**src/rtl/spi_cmd_master_if.sv**
```systemverilog
// Command and SPI pins of spi_cmd_master.
// master modport: the SPI master itself (drives cmd_ready, cs, sclk, mosi, rd_*, busy).
// slave modport : the host/board side (drives the command fields and miso).
interface spi_cmd_master_if #(
    parameter int unsigned Nbit = 8
);
    logic            cmd_valid;
    logic            cmd_ready;
    logic            cmd_rw;
    logic [6:0]      cmd_adr;
    logic [Nbit-1:0] cmd_data;
    logic            cs;
    logic            sclk;
    logic            mosi;
    logic            miso;
    logic [Nbit-1:0] rd_data;
    logic            rd_valid;
    logic            busy;

    modport master (
        input  cmd_valid, cmd_rw, cmd_adr, cmd_data, miso,
        output cmd_ready, cs, sclk, mosi, rd_data, rd_valid, busy
    );

    modport slave (
        output cmd_valid, cmd_rw, cmd_adr, cmd_data, miso,
        input  cmd_ready, cs, sclk, mosi, rd_data, rd_valid, busy
    );
endinterface

```
**src/rtl/spi_cmd_master.sv**
```systemverilog
// SPI command master (mode 0). Serialises {rw, adr[6:0], data[Nbit-1:0]} MSB
// first as one cs-low frame; optionally captures miso on read frames.
// Ports: clk, rst (sync, active-high), bus (spi_cmd_master_if.master):
//   cmd_valid/cmd_ready handshake with cmd_rw/cmd_adr/cmd_data,
//   cs/sclk/mosi/miso SPI pins, rd_data/rd_valid readback, busy.
// Optional feature macro: SPI_MASTER_READBACK_EN (miso capture, rd_data,
// rd_valid). Without it rd_data/rd_valid are tied to 0 and miso is unused.
// Frame: SETUP (CLK_DIV) + (8+Nbit) sclk periods, the last low half being
// HOLD (CLK_DIV), so cs is low CLK_DIV*(2*(8+Nbit)+1) cycles; GAP of CS_GAP
// cycles follows before cmd_ready returns.
module spi_cmd_master #(
    parameter int unsigned Nbit    = 8,
    parameter int unsigned CLK_DIV = 4,
    parameter int unsigned CS_GAP  = 4
) (
    input  logic                  clk,
    input  logic                  rst,
    spi_cmd_master_if.master      bus
);
    localparam int unsigned FW      = 8 + Nbit;
    localparam int unsigned CNT_MAX = (CLK_DIV > CS_GAP) ? CLK_DIV : CS_GAP;
    localparam int unsigned CNT_W   = $clog2(CNT_MAX);
    localparam int unsigned BIT_W   = $clog2(FW);

    localparam logic [CNT_W-1:0] DIV_LAST  = CNT_W'(CLK_DIV - 1);
    localparam logic [CNT_W-1:0] GAP_LAST  = CNT_W'(CS_GAP - 1);
    localparam logic [BIT_W-1:0] BIT_LAST  = BIT_W'(FW - 1);
    localparam logic [BIT_W-1:0] BIT_DATA0 = BIT_W'(8);

    typedef enum logic [2:0] {IDLE, SETUP, SHIFT, HOLD, GAP} state_t;

    state_t           state;
    logic [FW-1:0]    shreg;
    logic [CNT_W-1:0] cnt;
    logic [BIT_W-1:0] bit_cnt;

`ifdef SPI_MASTER_READBACK_EN
    logic            is_read;
    logic [Nbit-1:0] rd_shift;
`else
    logic unused_miso;
    assign unused_miso  = bus.miso;
    assign bus.rd_data  = '0;
    assign bus.rd_valid = 1'b0;
`endif

    // Frame sequencer; every output is a flop updated here.
    always_ff @(posedge clk) begin
        if (rst) begin
            state         <= IDLE;
            shreg         <= '0;
            cnt           <= '0;
            bit_cnt       <= '0;
            bus.cs        <= 1'b1;
            bus.sclk      <= 1'b0;
            bus.mosi      <= 1'b0;
            bus.cmd_ready <= 1'b1;
            bus.busy      <= 1'b0;
`ifdef SPI_MASTER_READBACK_EN
            is_read      <= 1'b0;
            rd_shift     <= '0;
            bus.rd_data  <= '0;
            bus.rd_valid <= 1'b0;
`endif
        end else begin
`ifdef SPI_MASTER_READBACK_EN
            bus.rd_valid <= 1'b0;
`endif
            case (state)
                IDLE: begin
                    if (bus.cmd_valid && bus.cmd_ready) begin
                        shreg         <= {bus.cmd_rw, bus.cmd_adr, bus.cmd_data};
                        bus.mosi      <= bus.cmd_rw;
                        bus.cs        <= 1'b0;
                        bus.cmd_ready <= 1'b0;
                        bus.busy      <= 1'b1;
                        cnt           <= '0;
                        bit_cnt       <= '0;
                        state         <= SETUP;
`ifdef SPI_MASTER_READBACK_EN
                        is_read       <= ~bus.cmd_rw;
`endif
                    end
                end
                SETUP: begin
                    if (cnt == DIV_LAST) begin
                        cnt      <= '0;
                        bus.sclk <= 1'b1;
                        state    <= SHIFT;
                    end else begin
                        cnt <= cnt + CNT_W'(1);
                    end
                end
                SHIFT: begin
                    if (cnt == DIV_LAST) begin
                        cnt <= '0;
                        if (bus.sclk) begin
                            // Falling edge: advance mosi, or leave on the last bit.
                            bus.sclk <= 1'b0;
                            if (bit_cnt == BIT_LAST) begin
                                state <= HOLD;
                            end else begin
                                bit_cnt  <= bit_cnt + BIT_W'(1);
                                shreg    <= {shreg[FW-2:0], 1'b0};
                                bus.mosi <= shreg[FW-2];
                            end
                        end else begin
                            bus.sclk <= 1'b1;
`ifdef SPI_MASTER_READBACK_EN
                            // Sample miso as sclk rises, data bits only.
                            if (is_read && (bit_cnt >= BIT_DATA0))
                                rd_shift <= Nbit'({rd_shift, bus.miso});
`endif
                        end
                    end else begin
                        cnt <= cnt + CNT_W'(1);
                    end
                end
                HOLD: begin
                    if (cnt == DIV_LAST) begin
                        cnt      <= '0;
                        bus.cs   <= 1'b1;
                        bus.mosi <= 1'b0;
                        state    <= GAP;
`ifdef SPI_MASTER_READBACK_EN
                        if (is_read) begin
                            bus.rd_data  <= rd_shift;
                            bus.rd_valid <= 1'b1;
                        end
`endif
                    end else begin
                        cnt <= cnt + CNT_W'(1);
                    end
                end
                GAP: begin
                    if (cnt == GAP_LAST) begin
                        cnt           <= '0;
                        bus.cmd_ready <= 1'b1;
                        bus.busy      <= 1'b0;
                        state         <= IDLE;
                    end else begin
                        cnt <= cnt + CNT_W'(1);
                    end
                end
                default: state <= IDLE;
            endcase
        end
    end
endmodule

```
**src/flat_wrapper.sv**
```systemverilog
// flat-port wrapper written by rule: the top's interface ports become plain ports
module spi_cmd_master_flat 
#(
    parameter int unsigned Nbit    = 8,
    parameter int unsigned CLK_DIV = 4,
    parameter int unsigned CS_GAP  = 4
)
  (clk, rst, bus_cmd_valid, bus_cmd_rw, bus_cmd_adr, bus_cmd_data, bus_miso, bus_cmd_ready, bus_cs, bus_sclk, bus_mosi, bus_rd_data, bus_rd_valid, bus_busy);
  spi_cmd_master_if #(.Nbit(Nbit)) bus_i ();
  input  logic clk;
  input  logic rst;
  input wire logic [$bits(bus_i.cmd_valid)-1:0] bus_cmd_valid;
  input wire logic [$bits(bus_i.cmd_rw)-1:0] bus_cmd_rw;
  input wire logic [$bits(bus_i.cmd_adr)-1:0] bus_cmd_adr;
  input wire logic [$bits(bus_i.cmd_data)-1:0] bus_cmd_data;
  input wire logic [$bits(bus_i.miso)-1:0] bus_miso;
  output wire logic [$bits(bus_i.cmd_ready)-1:0] bus_cmd_ready;
  output wire logic [$bits(bus_i.cs)-1:0] bus_cs;
  output wire logic [$bits(bus_i.sclk)-1:0] bus_sclk;
  output wire logic [$bits(bus_i.mosi)-1:0] bus_mosi;
  output wire logic [$bits(bus_i.rd_data)-1:0] bus_rd_data;
  output wire logic [$bits(bus_i.rd_valid)-1:0] bus_rd_valid;
  output wire logic [$bits(bus_i.busy)-1:0] bus_busy;
  assign bus_i.cmd_valid = bus_cmd_valid;
  assign bus_i.cmd_rw = bus_cmd_rw;
  assign bus_i.cmd_adr = bus_cmd_adr;
  assign bus_i.cmd_data = bus_cmd_data;
  assign bus_i.miso = bus_miso;
  assign bus_cmd_ready = bus_i.cmd_ready;
  assign bus_cs = bus_i.cs;
  assign bus_sclk = bus_i.sclk;
  assign bus_mosi = bus_i.mosi;
  assign bus_rd_data = bus_i.rd_data;
  assign bus_rd_valid = bus_i.rd_valid;
  assign bus_busy = bus_i.busy;
  spi_cmd_master #(.Nbit(Nbit), .CLK_DIV(CLK_DIV), .CS_GAP(CS_GAP)) u_core (.clk(clk), .rst(rst), .bus(bus_i));
endmodule
```
**config.mk**
```make
export PLATFORM = sky130hd
export DESIGN_NAME = spi_cmd_master_flat
export DESIGN_NICKNAME = d
export VERILOG_FILES = /design/src/rtl/spi_cmd_master_if.sv /design/src/rtl/spi_cmd_master.sv /design/src/flat_wrapper.sv
export SDC_FILE = /design/constraint.sdc
export NUM_CORES = 1
export LEC_CHECK = 0
export CAP_MARGIN = 20
export CORE_MARGIN = 2
export CORE_UTILIZATION = 50
export DETAILED_ROUTE_END_ITERATION = 12
export GPL_ROUTABILITY_DRIVEN = 1
export PLACE_DENSITY = 0.79
export SYNTH_ARGS = -nofsm -noshare
export SYNTH_HDL_FRONTEND = slang
export SYNTH_SLANG_ARGS = --single-unit
export TNS_END_PERCENT = 10
```
**constraint.sdc**
```tcl
create_clock -name clk -period 2 [get_ports clk]
set_input_delay 0.4 -clock clk [delete_from_list [all_inputs] [get_ports clk]]
set_output_delay 0.4 -clock clk [all_outputs]
set_load 0.005 [all_outputs]
```
==> results.md, run 1 <==
* Worst r2r path cells at 5
* Largest net degree at the start of global routing at 18
* H-tree depth at 2
* GRT Util Overall at 21.51%
* ANT nets after route at 0
* Clk_lat worst skew at 0.33 ns
* Synth warnings at 0
* Die area at 3702 um^2
* Status: completed
* CP Data Required Time at 2.23 ns
* FF/Latch Area at 580.6 um^2
* Yosys top cell area share at 35.94%
* Seq/Total Area, Yosys at 35.94%
* Fin worst setup slack at 0.3204 ns
* Async SR Flop Fraction at 0%
* Total wire length at 3.587 mm
* Syn Area/Cell at 9.230 um^2
* Worst setup EP type: register
* RSZ-0062 raised after global routing: false
* Ys flop type: dfxtp_1
* # Post-CTS Setup Buffers at 0
* Commonest non-fill, non-tap cell in the layout: dfxtp_1
* Commonest cells after routing, fill and taps aside: 29 x dfxtp_1, 25 x a21oi_1, 23 x clkdlybuf4s50_1
* Top post-synthesis cells by area: dfxtp_1 36%, mux2i_1 8.7%, a211oi_2 7.7%
* Seq pwr share at 51.5%
* CP top delay family: flip-flops
* Overflow after GRT at 0
* Layout Nets at 219
* Switching Fraction at 27.83%
* Design Power at 1.264 mW
* Max-cap viol count at 0
* Synth Cell Area at 1615 um^2
* Final Max Slew Viols at 0
* Crit path depth at 5
* Post-Synthesis Cells at 175
* Detailed router's first-iteration violation count at 62
* Worst ir drop on vdd at 0.0003780 V
* CP Buf/Inv Count at 1
* Worst Hold Class: register to register
* # diodes at 0
* # DRC at 0
* Critical-path top delay cell: dfxtp_1
* CP cell instances: and3b_1, a21oi_4, nor2_2, buf_4, a211oi_1
* Post-CTS Resized at 0
* Fin Clk Skew at 0.006658 ns
* Final worst-path cycle share at 83.98%
* P per Cell Area at 673.7 nW/um^2
* Row cnt at 20
* Critical path class: register to register
* Leading area contributor after synthesis: dfxtp_1
* Post-synth EDFFs at 0
* Root Buffer: clkbuf_4
* Final setup fails at 0
* First-pass GRT wire length at 5.851 mm
* Final hold vios at 0
* Leak Pwr at 0.6493 nW
* DRT Pass-1 Iters at 4
* Via/cell ratio at 5.556
* FILL cells at 287
* Yosys reg bits at 29
* Clock power frac at 29.0%
* Final Wtd Congestion at 0.8212
* Worst-path fanout max at 12
* Clock Pin Slew Worst Setup and Hold Paths at 0.09 ns
* Synth cell types at 43
* TritonCTS clock tree: built
* Die width at 60.84 um
* Via count at 1,339
* Multi-input gate area at 887.1 um^2
* Detailed placement HPWL at 2.566 mm
* Share of cells above drive strength 1 at 16.24%
* CP arrival at 1.91 ns
* Setup TNS Final at 0 ns
* Int Pwr at 0.9119 mW
* Port Buffer Count at 23
* Clk sinks at 29
* Gate power share at 19.5%
* Fmax at 0.5954 GHz
* Core footprint at 3053 um^2
* NetSw at 0.3517 mW
* Crit-path max cell delay at 0.58 ns
* Routed wire length per instance at 14.88 um
* Area delta synth->final at 16.11%
* CTS Buf Count at 5
* Initial antenna violation count at 0
* Initial cell density of the core at 52.91%
* Longest Clk Path Bufs at 2
* Cts hold-fix bufs at 0
* Hold path depth at 2
* Setup WS pre-CTS at 0.07518 ns
* # IOs at 34
* Final Critical Period at 1.680 ns
* Number of global-route vias before repair at 1,278
* CP startpoint kind: register
* Die height at 60.84 um
## Yosys cell counts, types with 3 or more instances
cell type and count:
a211oi_1 4, a211oi_2 10, a21oi_1 25, a31oi_1 4
buf_2 4, buf_4 10, buf_6 5, clkbuf_1 5
dfxtp_1 29, mux2i_1 14, nand2_1 6, nor2_1 9
nor2_2 3, nor2b_1 3, nor3_1 3, o21ai_0 7
## final cells by class
cell class                      instances  area share [%]
Multi-Input combinational cell        128           47.30
Inverter                                2          0.4003
Tap cell                               44           2.935
Timing Repair Buffer                   31           15.48
Sequential cell                        29           30.95
Clock buffer                            7           2.935
## sequential cells by signal (all words and copies together) (netlist names)
register	cells
u_core.shreg	15
u_core.bus.mosi	1
u_core.cnt	2
u_core.state	3
u_core.bus.busy	1
u_core.bus.sclk	1
u_core.bit_cnt	4
u_core.bus.cmd_ready	1
u_core.bus.cs	1
## per-layer routing
| layer | part of all wire [%] | GRT usage (%) |
|---|---|---|
| met5 | 0 | 0 |
| met4 | 0.42 | 8.385 |
| met3 | 4.7 | 7.676 |
| met2 | 51 | 33.33 |
| met1 | 44 | 27.42 |
## path summary, 6_finish.rpt
path | slack (ns) | end | start
worst min register to register | 0.49 | u_core.cnt[1] | u_core.cnt[1]
worst min-delay path | 0.49 | u_core.cnt[1] | u_core.cnt[1]
worst max register to register | 0.32 | u_core.shreg[1] | u_core.state[1]
worst max-delay path | 0.32 | u_core.shreg[1] | u_core.state[1]
## power groups by stage
stage	clock (mW)	sequential [mW]	combinational [mW]
after detailed placement	0	0.663	0.244
after global routing	0.396	0.656	0.273
after CTS	0.374	0.650	0.246
after floorplan	0	0.653	0.179
after global placement	0	0.661	0.233
final	0.366	0.651	0.247
## metrics by stage
stage / hold WS (ns) / std cells / instance area (um^2) / util, %
final: 0.4876 / 241 / 1876 / 61.43
after CTS: 0.4829 / 241 / 1876 / 61.43
after global routing: 0.5279 / 241 / 1876 / 61.43
after floorplan: 0.4533 / 183 / 1645 / -
after global placement: 0.4623 / 234 / 1821 / 59.63
after detailed placement: 0.4720 / 234 / 1821 / 59.63
## worst min-delay path, delay by kind of cell (launching register included)
kind           cells  cell delay [ns]
AO/OA/AOI/OAI      2             0.13
flip-flops         1             0.32
## cells by family (layout without fill, tap and decap cells)
group / Yosys count / in the layout / synth area share (%)
buf+inv: 26 / 40 / 11.00
fa+ha+maj: 2 / 2 / 1.549
simple gates: 40 / 40 / 13.71
compound gates: 61 / 61 / 27.65
xor+xnor: 1 / 1 / 0.5423
other cells: 1 / 9 / 0.2322
mux: 15 / 15 / 9.372
flops: 29 / 29 / 35.94
Note: power is estimated with default switching activity, not from simulation.
==> inputs of run 2 (changes only) <==
--- a/config.mk
+++ b/config.mk
@@ -7,10 +7,10 @@
 export LEC_CHECK = 0
 export CAP_MARGIN = 20
 export CORE_MARGIN = 2
-export CORE_UTILIZATION = 50
+export CORE_UTILIZATION = 45
 export DETAILED_ROUTE_END_ITERATION = 12
 export GPL_ROUTABILITY_DRIVEN = 1
-export PLACE_DENSITY = 0.79
+export PLACE_DENSITY = 0.75
 export SYNTH_ARGS = -nofsm -noshare
 export SYNTH_HDL_FRONTEND = slang
 export SYNTH_SLANG_ARGS = --single-unit
==> constraint.sdc (replaced) <==
create_clock -name clk -period 1.5 [get_ports clk]
set_input_delay 0.3 -clock clk [delete_from_list [all_inputs] [get_ports clk]]
set_output_delay 0.3 -clock clk [all_outputs]
set_load 0.005 [all_outputs]
==> run 2 against run 1 <==
First-iteration DRC count up 8.1%. Clock skew up 0.0033 ns. Routed wire length up 2.9%. Highest routed layer unchanged.
==> results.md, run 2 (synthesized netlist as in run 1, its figures left out) <==
* Die area at 4084 um^2
* # diodes at 0
* Core footprint at 3390 um^2
* Initial antenna violation count at 0
* First-pass GRT wire length at 5.982 mm
* Final worst-path cycle share at 95.72%
* FF/Latch Area at 596.8 um^2
* FILL cells at 301
* Commonest non-fill, non-tap cell in the layout: dfxtp_1
* Finished Core Util at 62.50%
* Most flops, register: u_core.shreg
* Worst Hold Class: register to register
* CP Data Required Time at 1.75 ns
* DRT Pass-1 Iters at 4
* P per Cell Area at 854.0 nW/um^2
* Status: completed
* Setup TNS Final at 0 ns
* # IOs at 34
* H-tree depth at 2
* Post-DP Area at 1937 um^2
* Final Critical Period at 1.436 ns
* Via/cell ratio at 5.432
* Final hold vios at 0
* Clk_lat worst skew at 0.34 ns
* CP cell instances: ha_4, and3_4, a21oi_4, nor2_2, buf_12, a211oi_1
* Routing usage on met3 at 5.810%
* Fin worst setup slack at 0.06427 ns
* Final setup fails at 0
* GR Util met2 at 32.68%
* Detailed router's first-iteration violation count at 67
* Most Used Layer, Global Route: met2
* # DRC at 0
* Multi-input gate area at 952.2 um^2
* TritonCTS clock tree: built
* Clock Pin Slew Worst Setup and Hold Paths at 0.10 ns
* Leak Pwr at 0.7959 nW
* Initial cell density of the core at 47.66%
* Die height at 63.91 um
* Overflow after GRT at 0
* Critical Path Start: u_core.cnt[0]
* Max reg flops at 15
* Max-cap viol count at 0
* Worst setup EP type: register
* CTS Buf Count at 5
* Root Buffer: clkbuf_4
* Number of global-route vias before repair at 1,308
* Met1 GRT Util at 22.26%
* Routed wire length per instance at 14.36 um
* Min-Delay Startpoint: u_core.shreg[0]
* Largest net degree at the start of global routing at 16
* Regs by FF count: u_core.shreg (15), u_core.bit_cnt (4), u_core.state (3)
* Fin area at 2118 um^2
* Share of cells above drive strength 1 at 32.70%
* Final Wtd Congestion at 0.7956
* GRT Util Overall at 19.08%
* Worst-path fanout max at 14
* Setup WS pre-CTS at -0.3247 ns
* Commonest cells after routing, fill and taps aside: 20 x dfxtp_1, 18 x clkdlybuf4s50_1, 18 x buf_4
* Cts hold-fix bufs at 0
* Fin Clk Skew at 0.009923 ns
* CP startpoint kind: register
* Longest Clk Path Bufs at 2
* Row cnt at 21
* Die width at 63.91 um
* Detailed placement HPWL at 2.558 mm
* Port Buffer Count at 23
* Area delta synth->final at 31.14%
* Layout Nets at 232
* Fmax at 0.6965 GHz
* CP arrival at 1.68 ns
* Final Max Slew Viols at 0
* Clk sinks at 29
* Crit-path max cell delay at 0.36 ns
* Critical-path top delay cell: dfxtp_2
* Via count at 1,396
* Total wire length at 3.690 mm
* Worst ir drop on vdd at 0.0008482 V
* FF-to-FF Start: u_core.cnt[0]
* Critical path class: register to register
* ANT nets after route at 0
-- run 2: changes by cell type in the layout (fill, tap and decap cells not counted), moves of 4 or more --
cell	previous run	this run
a21oi_1	25	15
a21oi_2	0	10
buf_4	8	18
clkdlybuf4s50_1	23	18
dfxtp_1	29	20
dfxtp_2	0	7
dlymetal6s2s_1	0	4
-- run 2: per-stage QoR --
step           hold slack, ns  instances  power, mW
2_1_floorplan          0.4538        183      1.132
3_3_place_gp           0.4705        241      1.236
3_5_place_dp           0.4704        241      1.257
4_1_cts                0.4848        252      1.818
5_1_grt                0.5162        257      1.908
6_report               0.4842        257      1.809
-- run 2: routing by layer --
metal | part of all wire [%] | up-vias
li1 | - | 695
met1 | 43 | 655
met2 | 50 | 38
met5 | 0 | -
met4 | 1.7 | 0
met3 | 4.8 | 8
-- run 2: final cells by class --
type	instances	share of cell area (%)
clock buffers	7	3.071
clock inverters	1	0.2363
inverters	2	0.3544
multi-input cells	128	44.95
flip-flops and latches	29	28.17
well taps	46	2.717
repair buffers	44	20.50
-- run 2: path summary, 6_finish.rpt --
| path | slack (ns) | to | cells past startpoint |
|---|---|---|---|
| setup reg to reg | 0.06 | u_core.shreg[2] | 6 |
| setup / recovery | 0.06 | u_core.shreg[2] | 6 |
| hold reg to reg | 0.48 | u_core.shreg[0] | 2 |
| hold / removal | 0.48 | u_core.shreg[0] | 2 |
-- run 2: what timing repair did --
item,in CTS,in global routing
setup endpoints to repair,11,21
pin swaps,1,1
setup buffers,3,5
resized for setup,8,10
-- run 2: worst max-delay path, delay by kind of cell (launching register included) --
kind,cells,cell delay (ns)
compound gates,2,0.40
fa+ha+maj,1,0.19
buf+inv,1,0.15
flops,1,0.36
simple gates,2,0.24
-- run 2: power breakdown --
| group | total [mW] | internal [mW] | switching, mW | leakage (nW) |
|---|---|---|---|---|
| registers | 0.872 | 0.827 | 0.0447 | 0.241 |
| logic | 0.383 | 0.203 | 0.179 | 0.513 |
| clock network | 0.555 | 0.271 | 0.284 | 0.0413 |
| total | 1.81 | 1.30 | 0.508 | 0.796 |
